### src/rtl/imem_loader.sv
// imem_loader: boot-time loader that turns a byte stream (16-bit big-endian
// word count, then big-endian 32-bit words) into sequential instruction-memory
// writes and holds the CPU in reset until the whole image has landed.
// Optional feature macro: LOADER_CHECKSUM_EN adds a trailing XOR checksum byte
// and the CHECK state that verifies it.
// Handshake: a byte transfers on a rising edge where in_valid & in_ready are
// both high; in_ready depends only on the state register, never on in_valid.
`timescale 1ns/1ps
module imem_loader #(
  parameter int INSTR_MEM_SIZE = 1024
) (
  input  logic        clock,
  input  logic        reset,
  input  logic        in_valid,
  input  logic [7:0]  in_byte,
  output logic        in_ready,
  output logic        wr_en,
  output logic [31:0] wr_addr,
  output logic [31:0] wr_data,
  output logic        cpu_reset,
  output logic        done,
  output logic        error,
  output logic [2:0]  dbg_state
);

  typedef enum logic [2:0] {
    S_HDR_HI  = 3'd0,
    S_HDR_LO  = 3'd1,
    S_PAYLOAD = 3'd2,
`ifdef LOADER_CHECKSUM_EN
    S_CHECK   = 3'd3,
`endif
    S_FLUSH   = 3'd4,
    S_DONE    = 3'd5,
    S_ERROR   = 3'd6
  } state_t;

  state_t      state_q, state_d;
  logic [7:0]  hdr_hi_q;
  logic [15:0] count_q;
  logic [15:0] word_idx_q;
  logic [1:0]  byte_cnt_q;
  logic [23:0] shift_q;
`ifdef LOADER_CHECKSUM_EN
  logic [7:0]  xor_q;
`endif

  logic        xfer;
  logic [15:0] hdr_count;
  logic        hdr_bad;
  logic        last_byte;
  logic        last_word;

  assign xfer      = in_valid & in_ready;
  assign hdr_count = {hdr_hi_q, in_byte};
  assign hdr_bad   = (hdr_count == 16'd0) || ({16'd0, hdr_count} > 32'(INSTR_MEM_SIZE));
  assign last_byte = (byte_cnt_q == 2'd3);
  assign last_word = (word_idx_q == (count_q - 16'd1));
  assign dbg_state = state_q;

  // State register.
  always_ff @(posedge clock) begin
    if (reset) state_q <= S_HDR_HI;
    else       state_q <= state_d;
  end

  // Next-state and status decode; in_ready is high only while consuming bytes.
  always_comb begin
    state_d  = state_q;
    in_ready = 1'b0;
    done     = 1'b0;
    error    = 1'b0;
    case (state_q)
      S_HDR_HI: begin
        in_ready = 1'b1;
        if (in_valid) state_d = S_HDR_LO;
      end
      S_HDR_LO: begin
        in_ready = 1'b1;
        if (in_valid) state_d = hdr_bad ? S_ERROR : S_PAYLOAD;
      end
      S_PAYLOAD: begin
        in_ready = 1'b1;
`ifdef LOADER_CHECKSUM_EN
        if (in_valid && last_byte && last_word) state_d = S_CHECK;
`else
        if (in_valid && last_byte && last_word) state_d = S_FLUSH;
`endif
      end
`ifdef LOADER_CHECKSUM_EN
      S_CHECK: begin
        in_ready = 1'b1;
        if (in_valid) state_d = (in_byte == xor_q) ? S_FLUSH : S_ERROR;
      end
`endif
      S_FLUSH: state_d = S_DONE;
      S_DONE:  done = 1'b1;
      S_ERROR: error = 1'b1;
      default: state_d = S_HDR_HI;
    endcase
    cpu_reset = ~done;
  end

  // Datapath: header capture, word assembly and the registered write port.
  always_ff @(posedge clock) begin
    if (reset) begin
      hdr_hi_q   <= 8'd0;
      count_q    <= 16'd0;
      word_idx_q <= 16'd0;
      byte_cnt_q <= 2'd0;
      shift_q    <= 24'd0;
      wr_en      <= 1'b0;
      wr_addr    <= 32'd0;
      wr_data    <= 32'd0;
`ifdef LOADER_CHECKSUM_EN
      xor_q      <= 8'd0;
`endif
    end else begin
      wr_en <= 1'b0;
      if (xfer) begin
        case (state_q)
          S_HDR_HI: hdr_hi_q <= in_byte;
          S_HDR_LO: begin
            count_q    <= hdr_count;
            word_idx_q <= 16'd0;
            byte_cnt_q <= 2'd0;
`ifdef LOADER_CHECKSUM_EN
            xor_q      <= 8'd0;
`endif
          end
          S_PAYLOAD: begin
            shift_q    <= {shift_q[15:0], in_byte};
            byte_cnt_q <= byte_cnt_q + 2'd1;
`ifdef LOADER_CHECKSUM_EN
            xor_q      <= xor_q ^ in_byte;
`endif
            if (last_byte) begin
              wr_en      <= 1'b1;
              wr_data    <= {shift_q, in_byte};
              wr_addr    <= {14'd0, word_idx_q, 2'b00};
              word_idx_q <= word_idx_q + 16'd1;
            end
          end
          default: ;
        endcase
      end
    end
  end

endmodule
### config.mk
export PLATFORM = sky130hd
export DESIGN_NAME = imem_loader
export DESIGN_NICKNAME = d
export VERILOG_FILES = /design/src/rtl/imem_loader.sv
export SDC_FILE = /design/constraint.sdc
export NUM_CORES = 1
export LEC_CHECK = 0
export BUFFER_PORTS_ARGS = -buffer_cell sky130_fd_sc_hd__buf_2
export CORE_MARGIN = 1.5
export CORE_UTILIZATION = 48
export CTS_BUF_LIST = sky130_fd_sc_hd__clkbuf_4
export DETAILED_ROUTE_END_ITERATION = 16
export GPL_TIMING_DRIVEN = 0
export PLACE_DENSITY = 0.82
export SYNTH_ARGS = -nofsm -noshare
export SYNTH_HDL_FRONTEND = slang
export SYNTH_SLANG_ARGS = --single-unit
### constraint.sdc
create_clock -name clock -period 3.93 [get_ports clock]
set_input_delay 0 -clock clock [delete_from_list [all_inputs] [get_ports clock]]
set_output_delay 0 -clock clock [all_outputs]
set_load 0.005 [all_outputs]
==> impl_metrics.ini <==
[outcome]
status = finished clean

[detailed_routing]
first_pass_iters = 5
routed.top_layer = met4
met3_length_um = 808
antenna_left = 0
drc = 0
wl_met2_um = 5120
wl_met1_um = 5510
vias = 4621
wl_um = 11600
wl_per_cell_um = 12.8
via_per_inst = 5.11
drt_iter0_markers = 321

[clock_network]
clockBufferDepth = 2
cts-root-buf = clkbuf_4
numCtsBuffers = 17
clk_pin_slew_worst_paths_ns = 0.12
htree_levels = 4
post_cts_resized = 0
cts_tree = done
worstSkewPairLatency_ns = 0.53
numClockSinks = 118

[timing]
setup_viol_count_final = 0
rsz0062_at_grt = no
fmax_mhz = 400
hold_viol = 0
tns_ns = 0
drv_slew = 0
fin_skew_ns = 0.0191
relSlewSlack_pct = 25.0
period_minus_slack_ns = 2.50
tightestPinTransition_ns = 1.11
finalCritPeriodShare_pct = 63.6
worst_slack_ns = 1.43

[power_and_ir_drop]
p_comb_share_pct = 10.6
power.internal_w = 0.00163
p_seq_share_pct = 54.1
clockPowerShare_pct = 35.3
leakage_nw = 2.24
finalPower_w = 0.00228
switching_power_w = 0.000651
switching_share_pct = 28.6
power_density_nw_per_um2 = 385
peakVddDrop_uv = 275

[grt]
gr-total-overflow = 0
grt_pass1_wl_um = 19000
antenna_found_initial = 0
grt_max_degree = 17
grt_pass1_vias = 4035
grt_use_total_pct = 21.4

[placed_design]
pre_cts_slack_ns = 1.43
postPlaceCellArea_um2 = 5580
hpwl_um = 8270
gp_congestion = 0.877
port_buffers = 64

[worst_setup_path]
worstSetupStartpointType = register
required_ns = 4.38
slowest_stage = or3_1
path_cells = inv_1 -> ha_1 -> nor4b_2 -> and2_1 -> nand2_1 -> xnor2_1 -> nand4_1 -> or3_1 -> a211oi_2
cpPeakStageDelay_ns = 0.45
cp.arrival_ns = 2.95
crit_fanout = 6
critPathKind = register to register
reg2reg_slack_ns = 1.43
critPathCaptureType = register

[synthesis]
syn_area_per_cell_um2 = 7.76
yosysMostFrequentCell = nand2_1
ys_ff_latch = 118
ys_top_cells_by_area = dfxtp_1 47%, nand2_1 15%, a21oi_1 10%
synth-warning-count = 0
synthSimpleGateAreaFrac_pct = 26.5
synth_top_cell_by_area = dfxtp_1
synth_ff_type = dfxtp_1
synth-compound-area-share_pct = 13.1
muxShareOfSynthArea_pct = 0.846
netlist_area_um2 = 5030
synth_top_area_share_pct = 47.0
synth-seq-area-share_pct = 47.0
synthXorXnorAreaFrac_pct = 5.74
synthCells = 648
synth_common_cells = 205 x nand2_1, 118 x dfxtp_1, 104 x a21oi_1
ys_async_sr_fraction_pct = 0
synth_edf_count = 0
synth_top_family_by_area = simple AND/OR/NAND/NOR gates
yosys.area_share.adder_pct = 0.746
synth.distinct_cells = 46

[layout]
stdcell_area_um2 = 5930
area_growth_pct = 17.8
layout.nets = 769
n_fill_cell = 972
layout-drive-gt1-share_pct = 15.8
final_util_pct = 57.9
antenna_cells = 0

[floorplanning]
die_y_um = 105
rows = 37
coreArea_um2 = 10200
die_area_um2 = 11100
chipWidth_um = 105
initial_utilization_pct = 49.2
ios = 83

[run]
maxCapViolCount = 0

[min_path]
holdCritPathClass = input pin to register
==> area by class of cell <==
| class | instances | area, um2 | area share, % |
|---|---|---|---|
| inverter | 3 | 11.3 | 0.190 |
| clock inverter | 15 | 130 | 2.20 |
| timing repair buffer | 73 | 410 | 6.93 |
| buffer | 60 | 290 | 4.90 |
| clock buffer | 17 | 128 | 2.15 |
| tap | 136 | 170 | 2.87 |
| sequential | 118 | 2360 | 39.9 |
| multi-input combinational | 482 | 2420 | 40.9 |
==> metrics by stage <==
step,cells,hold slack (ns)
2_1_floorplan,663,0.136
6_report,904,0.0367
5_1_grt,904,0.0391
3_3_place_gp,863,0.305
3_5_place_dp,863,0.310
4_1_cts,904,0.0134
==> registers in the layout, indices dropped and copies added, names as in the netlist <==
register    count
byte_cnt_q      2
count_q        16
dbg_state       3
hdr_hi_q        8
shift_q        24
word_idx_q     16
wr_addr        16
wr_data        32
wr_en           1
==> final timing paths <==
path | from | to | cells past startpoint
worst max-delay path | count_q[0] | dbg_state[2] | 9
worst min-delay path | reset | word_idx_q[2] | 3
worst max register to register | count_q[0] | dbg_state[2] | 9
worst min register to register | shift_q[22] | wr_data[30] | 2
==> power groups by stage <==
stage                     sequential, W  combinational, W  clock [W]
after detailed placement        0.00126          0.000233          0
after global routing            0.00124          0.000267   0.000865
after CTS                       0.00123          0.000240   0.000813
final                           0.00123          0.000241   0.000806
after floorplan                 0.00125          0.000181          0
after global placement          0.00126          0.000229          0
==> cells in the final DEF, fill, tap and decap left out, types with 11 or more instances in the layout <==
| master | n |
|---|---|
| nand3_1 | 11 |
| buf_4 | 17 |
| xor2_1 | 14 |
| a21oi_1 | 104 |
| conb_1 | 16 |
| xnor2_1 | 19 |
| clkbuf_1 | 41 |
| clkbuf_4 | 17 |
| nor2_1 | 27 |
| nand2_1 | 205 |
| buf_2 | 65 |
| dfxtp_1 | 118 |
==> what timing repair did <==
action / in CTS / in global routing
hold buffers: 9 / 0
hold endpoints to repair: 33 / 0
buffers inserted: 0 / 0
==> critical path, delay by kind of cell, from the launching register on <==
| kind | cells | cell delay [ns] |
|---|---|---|
| AO/OA/AOI/OAI | 1 | 0.22 |
| XOR/XNOR | 1 | 0.15 |
| adder cells (fa/ha/maj) | 1 | 0.23 |
| buffers and inverters | 1 | 0.09 |
| flip-flops | 1 | 0.39 |
| AND/OR/NAND/NOR | 5 | 1.35 |
==> layer usage <==
metal | up-vias | track usage, %
met4 | 0 | 8.22
met3 | 16 | 4.70
met1 | 2107 | 29.7
met2 | 164 | 32.4
li1 | 2334 | -
met5 | - | 0
==> cell families after synthesis <==
family          count (synthesis)
compound gates                125
xor+xnor                       33
fa+ha+maj                       3
buf+inv                        63
flops                         118
mux                             4
other cells                     1
simple gates                  301
No activity file was read; power rests on OpenSTA's default activity.
